`config.mk`:
```
export PLATFORM = sky130hd
export DESIGN_NAME = uart_rx_deser
export DESIGN_NICKNAME = d
export VERILOG_FILES = /design/src/rtl/uart_pkg.sv /design/src/rtl/uart_rx_vote.sv /design/src/rtl/uart_rx_deser.sv
export SDC_FILE = /design/constraint.sdc
export NUM_CORES = 1
export LEC_CHECK = 0
export CAP_MARGIN = 20
export CELL_PAD_IN_SITES_DETAIL_PLACEMENT = 0
export CELL_PAD_IN_SITES_GLOBAL_PLACEMENT = 1
export CORE_MARGIN = 5
export CORE_UTILIZATION = 35
export CTS_CLUSTER_DIAMETER = 30
export CTS_CLUSTER_SIZE = 12
export DETAILED_ROUTE_END_ITERATION = 10
export HOLD_SLACK_MARGIN = 0.06
export PLACE_DENSITY_LB_ADDON = 0.25
export SYNTH_ARGS = -nofsm -noshare
export SYNTH_HDL_FRONTEND = slang
export SYNTH_SLANG_ARGS = --single-unit
```
`constraint.sdc`:
```
create_clock -name i_clk -period 2.1 [get_ports i_clk]
set_input_delay 0.21 -clock i_clk [delete_from_list [all_inputs] [get_ports i_clk]]
set_output_delay 0.21 -clock i_clk [all_outputs]
set_load 0.02 [all_outputs]
```
`src/rtl/uart_pkg.sv`:
```
// Shared UART definitions: receiver state encoding, default frame geometry, vote helper.
// Latency: n/a (declarations only).
// Backpressure: n/a.
package uart_pkg;

  localparam int unsigned OVERSAMPLE_DEF = 16;
  localparam int unsigned DATA_BITS_DEF  = 8;

  typedef enum logic [2:0] {
    ST_IDLE      = 3'd0,
    ST_START     = 3'd1,
    ST_DATA      = 3'd2,
    ST_PARITY    = 3'd3,
    ST_STOP1     = 3'd4,
    ST_STOP2     = 3'd5,
    ST_WAIT_HIGH = 3'd6
  } rx_state_e;

  // 2-of-3 majority
  function automatic logic maj3(input logic a, input logic b, input logic c);
    return (a & b) | (a & c) | (b & c);
  endfunction

endpackage

```
`src/rtl/uart_rx_vote.sv`:
```
// Mid-bit sampler: captures the samples either side of the bit centre and votes 2-of-3.
// Latency: vote is combinational on the decision tick (counter OVERSAMPLE/2+1) using the live sample.
// Backpressure: none; samples only on baud ticks.
module uart_rx_vote
  import uart_pkg::*;
#(
  parameter int unsigned OVERSAMPLE = OVERSAMPLE_DEF,
  parameter int unsigned CNT_W      = $clog2(OVERSAMPLE)
) (
  input  logic             i_clk,
  input  logic             i_nrst,
  input  logic             i_tick,
  input  logic             i_rx,
  input  logic [CNT_W-1:0] i_cnt,
  output logic             o_vote
);

  localparam logic [CNT_W-1:0] CNT_LO  = CNT_W'(OVERSAMPLE / 2 - 1);
  localparam logic [CNT_W-1:0] CNT_MID = CNT_W'(OVERSAMPLE / 2);

  logic samp_lo_q;
  logic samp_mid_q;

  // Capture the two samples leading up to the decision tick; idle level is 1.
  always_ff @(posedge i_clk or negedge i_nrst) begin
    if (!i_nrst) begin
      samp_lo_q  <= 1'b1;
      samp_mid_q <= 1'b1;
    end else if (i_tick) begin
      if (i_cnt == CNT_LO)  samp_lo_q  <= i_rx;
      if (i_cnt == CNT_MID) samp_mid_q <= i_rx;
    end
  end

  // Third sample is the one present on the decision tick itself.
  always_comb begin
    o_vote = maj3(samp_lo_q, samp_mid_q, i_rx);
  end

endmodule

```
`src/rtl/uart_rx_deser.sv`:
```
// UART receive deserializer: oversampled start detect, majority-voted bits, optional parity, 1/2 stop bits.
// Latency: word and flags appear one i_clk after the final stop-bit decision tick.
// Backpressure: o_valid/i_ready; a frame completing while an unaccepted word is held is dropped with an o_overrun pulse.
module uart_rx_deser
  import uart_pkg::*;
#(
  parameter int unsigned OVERSAMPLE = OVERSAMPLE_DEF,
  parameter int unsigned DATA_BITS  = DATA_BITS_DEF
) (
  input  logic                 i_clk,
  input  logic                 i_nrst,
  input  logic                 i_rx_sync,
  input  logic                 i_baud_tick,
  input  logic                 i_parity_en,
  input  logic                 i_parity_odd,
  input  logic                 i_stop2,
  output logic [DATA_BITS-1:0] o_data,
  output logic                 o_valid,
  input  logic                 i_ready,
  output logic                 o_frame_err,
  output logic                 o_parity_err,
  output logic                 o_overrun,
  output logic                 o_busy
);

  localparam int unsigned CNT_W = $clog2(OVERSAMPLE);
  localparam int unsigned BIT_W = $clog2(DATA_BITS + 1);
  localparam logic [CNT_W-1:0] CNT_MAX  = CNT_W'(OVERSAMPLE - 1);
  localparam logic [CNT_W-1:0] CNT_DEC  = CNT_W'(OVERSAMPLE / 2 + 1);
  localparam logic [BIT_W-1:0] BIT_LAST = BIT_W'(DATA_BITS - 1);

  rx_state_e            state_q, state_d;
  logic [CNT_W-1:0]     cnt_q;
  logic [BIT_W-1:0]     bit_q;
  logic [DATA_BITS-1:0] shreg_q;
  logic                 prev_q;
  logic                 par_en_q, par_odd_q, stop2_q;
  logic                 par_err_q;
  logic                 vote;
  logic                 decide;
  logic                 start_ok, shift_en, par_chk, complete, cpl_ferr;

  uart_rx_vote #(
    .OVERSAMPLE (OVERSAMPLE),
    .CNT_W      (CNT_W)
  ) u_vote (
    .i_clk  (i_clk),
    .i_nrst (i_nrst),
    .i_tick (i_baud_tick),
    .i_rx   (i_rx_sync),
    .i_cnt  (cnt_q),
    .o_vote (vote)
  );

  assign decide = i_baud_tick && (cnt_q == CNT_DEC);
  assign o_busy = (state_q != ST_IDLE);

  // Frame state register.
  always_ff @(posedge i_clk or negedge i_nrst) begin
    if (!i_nrst) state_q <= ST_IDLE;
    else         state_q <= state_d;
  end

  // Next state and per-tick datapath strobes; everything moves only on baud ticks.
  always_comb begin
    state_d  = state_q;
    start_ok = 1'b0;
    shift_en = 1'b0;
    par_chk  = 1'b0;
    complete = 1'b0;
    cpl_ferr = 1'b0;
    if (i_baud_tick) begin
      case (state_q)
        ST_IDLE: begin
          if (!i_rx_sync && prev_q) state_d = ST_START;
        end
        ST_START: begin
          if (decide) begin
            if (vote) begin
              state_d = ST_IDLE;
            end else begin
              state_d  = ST_DATA;
              start_ok = 1'b1;
            end
          end
        end
        ST_DATA: begin
          if (decide) begin
            shift_en = 1'b1;
            if (bit_q == BIT_LAST) state_d = par_en_q ? ST_PARITY : ST_STOP1;
          end
        end
        ST_PARITY: begin
          if (decide) begin
            par_chk = 1'b1;
            state_d = ST_STOP1;
          end
        end
        ST_STOP1: begin
          if (decide) begin
            if (!vote) begin
              complete = 1'b1;
              cpl_ferr = 1'b1;
              state_d  = ST_WAIT_HIGH;
            end else if (stop2_q) begin
              state_d = ST_STOP2;
            end else begin
              complete = 1'b1;
              state_d  = ST_IDLE;
            end
          end
        end
        ST_STOP2: begin
          if (decide) begin
            complete = 1'b1;
            cpl_ferr = !vote;
            state_d  = vote ? ST_IDLE : ST_WAIT_HIGH;
          end
        end
        ST_WAIT_HIGH: begin
          if (i_rx_sync) state_d = ST_IDLE;
        end
        default: state_d = ST_IDLE;
      endcase
    end
  end

  // Oversample counter: held at 0 in IDLE (so the edge tick clears it), free-running mod OVERSAMPLE in a frame.
  always_ff @(posedge i_clk or negedge i_nrst) begin
    if (!i_nrst) begin
      cnt_q <= '0;
    end else if (i_baud_tick) begin
      if (state_q == ST_IDLE || state_d == ST_IDLE) cnt_q <= '0;
      else if (cnt_q == CNT_MAX)                    cnt_q <= '0;
      else                                          cnt_q <= cnt_q + 1'b1;
    end
  end

  // Previous-tick line sample for falling-edge start detection.
  always_ff @(posedge i_clk or negedge i_nrst) begin
    if (!i_nrst)          prev_q <= 1'b1;
    else if (i_baud_tick) prev_q <= i_rx_sync;
  end

  // Frame configuration is frozen once the start bit is confirmed.
  always_ff @(posedge i_clk or negedge i_nrst) begin
    if (!i_nrst) begin
      par_en_q  <= 1'b0;
      par_odd_q <= 1'b0;
      stop2_q   <= 1'b0;
    end else if (start_ok) begin
      par_en_q  <= i_parity_en;
      par_odd_q <= i_parity_odd;
      stop2_q   <= i_stop2;
    end
  end

  // LSB-first shift register, data-bit counter and parity check result.
  always_ff @(posedge i_clk or negedge i_nrst) begin
    if (!i_nrst) begin
      shreg_q   <= '0;
      bit_q     <= '0;
      par_err_q <= 1'b0;
    end else begin
      if (start_ok) begin
        bit_q     <= '0;
        par_err_q <= 1'b0;
      end else if (shift_en) begin
        bit_q   <= bit_q + 1'b1;
        shreg_q <= {vote, shreg_q[DATA_BITS-1:1]};
      end else if (par_chk) begin
        par_err_q <= ((^shreg_q) ^ vote) != par_odd_q;
      end
    end
  end

  // Output holding register with valid/ready handshake and overrun pulse.
  always_ff @(posedge i_clk or negedge i_nrst) begin
    if (!i_nrst) begin
      o_data       <= '0;
      o_valid      <= 1'b0;
      o_frame_err  <= 1'b0;
      o_parity_err <= 1'b0;
      o_overrun    <= 1'b0;
    end else begin
      o_overrun <= 1'b0;
      if (complete) begin
        if (!o_valid || i_ready) begin
          o_data       <= shreg_q;
          o_frame_err  <= cpl_ferr;
          o_parity_err <= par_err_q;
          o_valid      <= 1'b1;
        end else begin
          o_overrun <= 1'b1;
        end
      end else if (o_valid && i_ready) begin
        o_valid <= 1'b0;
      end
    end
  end

endmodule
```
Word-level counts from Yosys, hierarchy flattened
Cells that the tools add are included.

Muxes and demuxes: 44. Add/subtract/negate cells: 2. Reduce and logical (&&, ||, !) cells: 21. Eq/ne operators: 14. Bitwise gates (word level): 7.

Operators by type and width (number): 3-bit two-way mux (13); 1-bit two-way mux (23); 3-bit one-hot mux with 7 select lines (1); 4-bit two-way mux (4); 4-bit equality test (second input constant) (3); 2-bit AND reduction (6); 3-bit equality test (second input constant) (3); 4-bit by 1-bit adder with 4-bit output (second input constant) (2); 4-bit by 3-bit equality test with 1-bit output (second input constant) (2); 8-bit XOR reduction (1); 3-bit by 2-bit equality test with 1-bit output (second input constant) (2); 3-bit logical NOT (2); 2-bit nonzero test (3); 1-bit one-hot mux with 2 select lines (2); 1-bit AND (3); 3-bit by 1-bit equality test with 1-bit output (second input constant) (1); 1-bit logical AND (3); 1-bit logical NOT (3); 3-bit nonzero test (1); 1-bit logical OR (2); 2-bit two-way mux (1); 2-bit by 1-bit != test with 1-bit output (second input constant) (1); 2-bit != test (second input constant) (1); 1-bit bitwise OR (2); 3 further kinds (3).

Word-level logic and storage cells: 104. Output and inout port bits: 13. Input port bits: 8. Register bits: 38.

Logic depth before layout (Yosys ltp)
Gate-level depths: netlist of the first run.

Depth after elaboration: 10. Mapped depth: 9. Depth with buffers taken out: 8.

Modules after synthesis
From an unflattened synthesis of the first run, not the netlist that was laid out.

Cells, all modules: 178. Area total of the unflattened synthesis: 1928.1 µm².

By module, submodules not included: uart_rx_deser (seq. area each 902.1 µm², area an instance 1808.0 µm², cells each 169, times used 1); uart_rx_vote (seq. area each 52.6 µm², area an instance 120.1 µm², cells each 9, times used 1).

Worst setup path before layout of the first run
Ideal clock, no wire load.

Kind: register -> register. From: reg cnt_q[1]. To: reg cnt_q[2]. Cell stages (with the launch flop): 9. Setup slack: -0.062 ns. Library setup time: 0.134 ns. Buffers on the path: 0. Arrival: 2.027 ns. Required time: 1.966 ns. Path through: dfrtp_1 > inv_1 > ha_1 > nand4b_4 > o31a_1 > o21ai_1 > or4b_1 > o21ai_2 > o221ai_2.

Longest elaborated chain between the ends: 8.

RTL lines: start, declared (line uart_rx_deser.sv:33) `logic [CNT_W-1:0] cnt_q;`; start signal, assigned (line uart_rx_deser.sv:135) `else cnt_q <= cnt_q + 1'b1;`; 4-bit equality test (line uart_rx_deser.sv:55) `assign decide = i_baud_tick && (cnt_q == CNT_DEC);`; 1-bit logical AND (line uart_rx_deser.sv:55); 3-bit two-way mux (on tied branches); 3-bit one-hot mux with 7 select lines (line uart_rx_deser.sv:73) `case (state_q)`; 3-bit two-way mux (line uart_rx_deser.sv:72) `if (i_baud_tick) begin`; 3-bit logical NOT (line uart_rx_deser.sv:133) `if (state_q == ST_IDLE || state_d == ST_IDLE) cnt_q <= '0;`; 1-bit logical OR (line uart_rx_deser.sv:133); 4-bit two-way mux * (line uart_rx_deser.sv:133).

Mark *: on every way between the ends. The rest lies on a longest branch, timed or not. A chain may end at the register's enable or synchronous reset.

Worst setup path after layout of the first run
Ends and elaborated chain as after synthesis.

==> flow_metrics.env, run 1 <==
export IMPL_io_pins=21
export IMPL_yosysUniqueCellTypes=45
export IMPL_design_die_area_sq_um=7060
export IMPL_drt_total_wl_mm=3.97
export IMPL_post_synth_cell_area_avg_sq_um=11.0
export IMPL_dp_hpwl_mm=2.89
export IMPL_rr_worst_depth=8
export IMPL_syn_cell_area_sq_um=1920
export IMPL_slew_headroom=0.435
export IMPL_insertedDiodeCount=0
export IMPL_grt_overflow_total=0
export IMPL_crit_buf_inv=1
export IMPL_yosys_warnings=0
export IMPL_placed_area_sq_um=2330
export IMPL_skew_ns=0.00490
export IMPL_status="complete, but fails checks"
export IMPL_violations="setup timing"
export IMPL_p_leak_uw=0.00110
export IMPL_area_growth_syn_to_layout_pct=28.4
export IMPL_synthCells=174
export IMPL_drive_gt1_frac=0.287
export IMPL_power_density_nw_per_um2=831
export IMPL_final_max_slew_viol_count=0
export IMPL_clock_latency_ns=0.29
export IMPL_fin_ws_ns=-0.00154
export IMPL_path_cells="inv_2, ha_4, and4b_1, o221ai_1, o21ai_1, or4b_4, o21ai_4, o221ai_2"
export IMPL_hp_class="input pin to asynchronous set/reset pin"
export IMPL_synth_edff_count=0
export IMPL_critPathRequiredTime_ns=2.27
export IMPL_synth_async_reset_ratio=1.00
export IMPL_cts_tree="yes"
export IMPL_coreArea_sq_um=5410
export IMPL_cts_buffer_depth=2
export IMPL_period_minus_slack_ns=2.10
export IMPL_crit_type="flop to flop"
export IMPL_synth_top_cell_by_area="dfrtp_1"
export IMPL_port_buffers=20
export IMPL_rsz0062_at_grt="yes"
export IMPL_cp_end_kind="flop"
export IMPL_detail_route_antenna_nets=0
export IMPL_ys_seq_area_frac=0.498
export IMPL_layout_nets=227
export IMPL_design_area_sq_um=2460
export IMPL_die_w_um=84.0
export IMPL_grt_util_all_layers=0.118
export IMPL_wl_per_cell_um=13.8
export IMPL_first_pass_iters=4
export IMPL_worstSetupStartpointType="flop"
export IMPL_final_period_utilization=1.00
export IMPL_avgViaCountPerCell=4.94
export IMPL_finalSetupViolations=1
export IMPL_ys_flop_type="dfrtp_1"
export IMPL_syn_num_nets=186
export IMPL_cp_slowest_cell="or4b_4"
export IMPL_max_cap_viol_count=0
export IMPL_ys_ff_latch=38
export IMPL_dieHeight_um=84.0
export IMPL_vias=1423
export IMPL_clock_sinks=38
export IMPL_synthTopCellsByArea="dfrtp_1 46%, mux2_2 11%, dfstp_2 4.1%"
export IMPL_antenna_found_initial=0
export IMPL_cp_depth=8
export IMPL_cts_root_buf="clkbuf_8"
export IMPL_final_setup_tns_ns=-0.00154
export IMPL_path_delay_family="simple AND/OR/NAND/NOR gates"
export IMPL_clk_pin_slew_ns=0.08
export IMPL_rows=27
export IMPL_peakVddDrop_v=0.000392
export IMPL_fmax_mhz=476
export IMPL_h_tree_depth=2
export IMPL_grt_pass1_wl_mm=6.72
export IMPL_grt_pass1_vias=1453
export IMPL_max_stage_delay_ns=0.51
export IMPL_grt_start_max_net_pins=39
export IMPL_place_gp_congestion=0.827
export IMPL_drt_iter0_markers=55
export IMPL_cp_max_fo=4
export IMPL_synth_common_cells="35 x dfrtp_1, 18 x mux2_2, 17 x nand2_1, 11 x o21ai_0, 9 x xnor2_1"
export IMPL_synth_most_common_cell="dfrtp_1"
export IMPL_tightest_slew_ns=0.848
export IMPL_start_util=0.355
export IMPL_cts_buffers=5
export IMPL_worstPathArrival_ns=2.27
export IMPL_hold_violations=0
export IMPL_drc=0
export IMPL_synth_top_area_frac=0.457
logic make-up (layout without fill, tap and decap cells):
group                    count (synthesis)  in the layout  share of synthesized area
AO/OA/AOI/OAI                           33             33                      0.119
adder cells (fa/ha/maj)                  5              5                     0.0320
multiplexers                            19             19                      0.112
flip-flops                              38             38                      0.498
AND/OR/NAND/NOR                         52             52                      0.152
buffers and inverters                   16             58                     0.0372
XOR/XNOR                                11             11                     0.0502
metrics by stage:
step / std cells / hold slack, ns / total power [uW] / utilization / worst slack [ns]
floorplan: 174 / -0.0856 / 1300 / - / 0.00524
global placement: 277 / 0.360 / 1510 / 0.431 / -0.199
detailed placement: 277 / 0.383 / 1520 / 0.431 / -0.251
CTS: 287 / 0.0638 / 2070 / 0.452 / -0.0127
global route: 288 / 0.125 / 2170 / 0.456 / -0.107
finish: 288 / 0.0261 / 2050 / 0.456 / -0.00154
power breakdown:
| group | switching [uW] | total [uW] | leakage [uW] | internal, uW |
|---|---|---|---|---|
| Sequential | 82.0 | 907 | 0.000502 | 825 |
| Combinational | 314 | 619 | 0.000549 | 305 |
| Clock | 258 | 522 | 0.0000472 | 264 |
path summary, 6_finish.rpt:
check                                  from                to  slack (ns)
max                                cnt_q[1]          cnt_q[2]      -0.002
min                                  i_nrst          par_en_q        0.03
max reg2reg                        cnt_q[1]          cnt_q[2]      -0.002
min reg2reg                u_vote.samp_lo_q  u_vote.samp_lo_q        0.48
max in group asynchronous            i_nrst         o_overrun        1.54
min in group i_clk         u_vote.samp_lo_q  u_vote.samp_lo_q        0.48
metal layers:
layer  share of wire  wire length, um  GRT usage  up-vias
li1                -                -          -      697
met1            0.44             1750      0.140      701
met2            0.51             2020      0.202       19
met3           0.036              143     0.0365        6
met4           0.013               53     0.0409        0
met5               0                0          0        -
state kept, by name (all words and copies together) (netlist names), 3 cells and up:
signal	flops
cnt_q	4
shreg_q	8
o_data	8
state_q	3
bit_q	4
what timing repair did:
| action | 4_1_cts | 5_1_grt |
|---|---|---|
| gates cloned | 0 | 1 |
| resized for setup | 2 | 6 |
| setup endpoints to repair | 5 | 14 |
| pin swaps | 5 | 3 |
| setup buffers | 2 | 0 |
| hold buffers | 0 | 0 |
| hold endpoints to repair | 0 | 0 |
layout make-up:
class,instances,area [sq um]
sequential,38,955
tap,72,90.1
multi-input combinational,120,923
inverter,8,30.0
fill,508,2940
clock buffer,6,82.6
clock inverter,2,12.5
timing repair buffer,42,370
placed cells by master (no fill, tap or decap), drive strengths merged, types with 4 or more instances in the layout:
| cell type | Yosys | layout |
|---|---|---|
| xnor2 | 9 | 9 |
| nor2 | 8 | 8 |
| dfrtp | 35 | 35 |
| clkdlybuf4s50 | 0 | 18 |
| o21ai | 13 | 13 |
| ha | 4 | 4 |
| nand3 | 4 | 4 |
| mux2 | 19 | 19 |
| inv | 8 | 8 |
| nand2b | 5 | 5 |
| nor3 | 4 | 4 |
| nor2b | 4 | 4 |
| buf | 5 | 23 |
| clkbuf | 3 | 6 |
| nand2 | 17 | 17 |
No activity file was read; power rests on OpenSTA's default activity.
==> run 2, diff against run 1 <==
--- a/config.mk
+++ b/config.mk
@@ -10,7 +10,7 @@
 export CELL_PAD_IN_SITES_GLOBAL_PLACEMENT = 1
 export CORE_MARGIN = 5
 export CORE_UTILIZATION = 35
-export CTS_CLUSTER_DIAMETER = 30
+export CTS_CLUSTER_DIAMETER = 50
 export CTS_CLUSTER_SIZE = 12
 export DETAILED_ROUTE_END_ITERATION = 10
 export HOLD_SLACK_MARGIN = 0.06
@@ -18,3 +18,4 @@
 export SYNTH_ARGS = -nofsm -noshare
 export SYNTH_HDL_FRONTEND = slang
 export SYNTH_SLANG_ARGS = --single-unit
+export TNS_END_PERCENT = 50
==> flow_metrics.env, run 2 (synthesis gave the netlist of run 1 again) <==
export IMPL_grt_util_all_layers=0.118
export IMPL_reg2reg_from="cnt_q[1]"
export IMPL_design_die_area_sq_um=7060
export IMPL_skew_ns=0.00562
export IMPL_period_minus_slack_ns=2.10
export IMPL_hp_class="input pin to asynchronous set/reset pin"
export IMPL_cp_max_fo=4
export IMPL_timing_rr_end="cnt_q[2]"
export IMPL_fin_ws_ns=-0.00429
export IMPL_cts_buffers=5
export IMPL_rr_worst_depth=8
export IMPL_wl_per_cell_um=13.8
export IMPL_worstPathArrival_ns=2.27
export IMPL_vias=1427
export IMPL_drive_gt1_frac=0.287
export IMPL_drt_total_wl_mm=3.98
export IMPL_h_tree_depth=2
export IMPL_layout_nets=227
export IMPL_place_gp_congestion=0.827
export IMPL_rrSetupSlack_ns=-0.004
export IMPL_rows=27
export IMPL_final_common_cell="dfrtp_1"
export IMPL_postCtsHoldBufs=0
export IMPL_peakVddDrop_v=0.000391
export IMPL_final_period_utilization=1.00
export IMPL_io_pins=21
export IMPL_clock_sinks=38
export IMPL_rsz0062_at_grt="yes"
export IMPL_tightest_slew_ns=0.847
export IMPL_area_growth_syn_to_layout_pct=28.2
export IMPL_max_cap_viol_count=0
export IMPL_stdcell_count=288
export IMPL_finalSetupViolations=1
export IMPL_p_leak_uw=0.00110
export IMPL_place_inst=277
export IMPL_cts_buffer_depth=2
export IMPL_dp_hpwl_mm=2.89
export IMPL_avgViaCountPerCell=4.95
export IMPL_cts_tree="yes"
export IMPL_drt_iter0_markers=56
export IMPL_critPathRequiredTime_ns=2.27
export IMPL_dieHeight_um=84.0
export IMPL_clock_latency_ns=0.29
export IMPL_final_max_slew_viol_count=0
export IMPL_cts_root_buf="clkbuf_8"
export IMPL_hold_violations=0
export IMPL_insertedDiodeCount=0
export IMPL_grt_pass1_vias=1453
export IMPL_violations="setup timing"
export IMPL_die_w_um=84.0
export IMPL_start_util=0.355
export IMPL_clk_pin_slew_ns=0.08
export IMPL_coreArea_sq_um=5410
export IMPL_cp_startpoint="cnt_q[1]"
export IMPL_drc=0
export IMPL_slew_headroom=0.435
export IMPL_reg_top3="o_data: 8 flops, shreg_q: 8 flops"
export IMPL_port_buffers=20
export IMPL_worstSetupStartpointType="flop"
export IMPL_final_util=0.455
export IMPL_cp_end_kind="flop"
export IMPL_grt_overflow_total=0
export IMPL_grt_pass1_wl_mm=6.72
export IMPL_first_pass_iters=4
export IMPL_power_density_nw_per_um2=833
export IMPL_detail_route_antenna_nets=0
export IMPL_layout_common_cells="35 x dfrtp_1, 21 x buf_4, 18 x mux2_2, 18 x clkdlybuf4s50_1, 17 x nand2_1"
export IMPL_antenna_found_initial=0
export IMPL_fmax_mhz=475
export IMPL_grt_start_max_net_pins=39
export IMPL_crit_type="flop to flop"
export IMPL_status="complete, but fails checks"
## run 2: cell counts in the layout (fill, tap and decap cells not counted)
Identical to the previous run, type by type.
## run 2: timing repair
item / 4_1_cts / 5_1_grt
setup buffers: 2 / 0
setup endpoints to repair: 5 / 14
cloned: 0 / 1
pin swaps: 4 / 3
resized for setup: 2 / 5
## run 2: worst max-delay path: stages (launching register included)
cell and delay [ns]:
dfrtp_1 0.39, inv_2 0.08, ha_4 0.15, and4b_1 0.26, o221ai_1 0.12, o21ai_1 0.18, or4b_4 0.51, o21ai_4 0.19
o221ai_2 0.11
## run 2: final cells by class
type                            instances  area [sq um]
Inverter                                8          30.0
Sequential cell                        38           955
Clock inverter                          2          12.5
Multi-Input combinational cell        120           923
Tap cell                               72          90.1
Timing Repair Buffer                   42           367
Clock buffer                            6          82.6
Fill cell                             510          2950
## run 2: through the flow
stage	hold slack [ns]	area (sq um)	total power (uW)	TNS, ns	setup slack (ns)
CTS	0.0638	2440	2070	-0.0128	-0.0128
global placement	0.360	2330	1510	-1.81	-0.199
detailed placement	0.383	2330	1520	-2.06	-0.251
global route	0.125	2460	2170	-0.360	-0.107
floorplan	-0.0856	1940	1300	0	0.00524
finish	0.0260	2460	2050	-0.00429	-0.00429
## run 2: worst max-delay path by stage
| stage | depth (start not counted) | to | slack [ns] |
|---|---|---|---|
| 3_3_place_gp | 8 | cnt_q[2] | -0.20 |
| 4_1_cts | 8 | cnt_q[2] | -0.01 |
| 6_report | 8 | cnt_q[2] | -0.004 |
| 3_5_place_dp | 7 | cnt_q[2] | -0.25 |
| 2_1_floorplan | 8 | cnt_q[2] | 0.005 |
| 5_1_grt | 8 | cnt_q[2] | -0.11 |
## run 2: power breakdown
group / internal (uW) / leakage, uW / switching (uW)
registers: 825 / 0.000502 / 82.7
logic: 304 / 0.000548 / 314
clock network: 264 / 0.0000472 / 259
total: 1390 / 0.00110 / 655
## run 2: layer usage
layer	routed length [um]	share of wire	up-vias	track usage
met5	0	0	-	0
met4	53	0.013	0	0.0409
met3	145	0.036	6	0.0365
met2	2020	0.51	21	0.202
met1	1760	0.44	702	0.140
li1	-	-	698	-
==> RTL edit (flow settings as in run 1) <==
The package constant `DATA_BITS_DEF` goes from 8 to 4.
--- a/src/rtl/uart_pkg.sv
+++ b/src/rtl/uart_pkg.sv
@@ -4,7 +4,7 @@
 package uart_pkg;
 
   localparam int unsigned OVERSAMPLE_DEF = 16;
-  localparam int unsigned DATA_BITS_DEF  = 8;
+  localparam int unsigned DATA_BITS_DEF  = 4;
 
   typedef enum logic [2:0] {
     ST_IDLE      = 3'd0,
Interface: changed (resized o_data); port bits go from 21 to 17. No check against the original RTL was run, so the function may have changed too.
==> RTL edit against run 1 <==
- sequential cell count down 9
- final cell count down 20%
- area after synthesis down 18%
- global-route usage up 0.94 points
- non-clock buffer count down 13
- setup slack better by 130 ps
- largest cell class is now multi-input combinational cells
- routed wire length down 14%
- power down 7.5%
- clock power down 1%
- utilization up 0.054 points
- final area down 19%
==> RTL edit: results <==
group,metric,value,unit
cells_and_area,multi_input_area,795,um2
cells_and_area,layout.nets,189,
placement,dp.cells,220,
power,p_seq,756,uW
floorplanning,core,4350,um2
clock_network,post_cts_resized,0,
detailed_routing,drtIter0Drc,69,
cells_and_area,inverters,10,
logic_synthesis,synth_seq_cells,29,
clock_network,post_cts_buffers,0,
cells_and_area,clk_share,5.10,%
timing,finClkSkew,6.06,ps
cells_and_area,nNonClkBuffers,29,
power,leakagePower,0.880,nW
cells_and_area,fillers,415,
logic_synthesis,synth_cell_types,41,
placement,dpl.hpwl,2510,um
status,status,"completed",
cells_and_area,largestRegisters,"cnt_q x4, o_data x4, shreg_q x4",
global_route,grt_max_degree,30,
logic_synthesis,synth_nets,159,
placement,place_congestion,0.785,
logic_synthesis,synth_cells,146,
cells_and_area,nClkBuffers,7,
placement,place_area,1860,um2
critical_path,critPathSlowestCell,"dfrtp_1",
critical_path,worstPathArrival,2180,ps
global_route,grt_pass1_vias,1257,
cells_and_area,regArea,731,um2
global_route,grt_usage,12.8,%
cells_and_area,drive_above_1_share,20.9,%
power,vdd_drop_max,0.437,mV
cells_and_area,multi_input_gates,101,
-- RTL edit: cell count changes in the layout (fill, tap and decap cells not counted), sizes merged, moves of 3 or more --
cell,run 1,this run
nand3,4,9
xnor2,9,4
o22ai,2,5
buf,23,13
o21ai,13,7
dfrtp,35,26
nand2b,5,1
mux2,19,14
nand2,17,14
nor2b,4,7
-- RTL edit: kinds of logic (layout without fill, tap and decap cells) --
| logic type | Yosys count | count (layout) | synth area share, % |
|---|---|---|---|
| simple gates | 52 | 52 | 18.9 |
| flops | 29 | 29 | 46.2 |
| compound gates | 24 | 24 | 12.8 |
| buf+inv | 16 | 47 | 4.44 |
| mux | 14 | 14 | 9.98 |
| fa+ha+maj | 6 | 6 | 4.83 |
| xor+xnor | 5 | 5 | 2.77 |
-- RTL edit: final timing paths --
| kind | startpoint | to | slack, ps | cells past startpoint |
|---|---|---|---|---|
| setup / recovery | cnt_q[0] | cnt_q[3] | 130 | 8 |
| hold / removal | i_nrst | cnt_q[2] | 320 | 2 |
| setup reg to reg | cnt_q[0] | cnt_q[3] | 130 | 8 |
| hold reg to reg | o_data[0] | o_data[0] | 490 | 1 |
| max in group asynchronous | i_nrst | u_vote.samp_lo_q | 1460 | 2 |
| min in group i_clk | o_data[0] | o_data[0] | 490 | 1 |
-- RTL edit: layer usage --
metal / global-route usage [%] / vias to the layer above / share of wire [%]
met4: 4.81 / 0 / 1.6
li1: - / 578 / -
met1: 16.0 / 606 / 47
met2: 20.5 / 24 / 48
met5: 0 / - / 0
met3: 3.98 / 5 / 3.9
-- RTL edit: through the flow --
step	utilization (%)	hold slack [ps]	total power, mW
after floorplan	-	-85.6	1.15
after global placement	42.8	467	1.35
after detailed placement	42.8	475	1.37
after CTS	45.1	334	1.90
after global routing	45.6	377	2.02
final	45.6	322	1.89
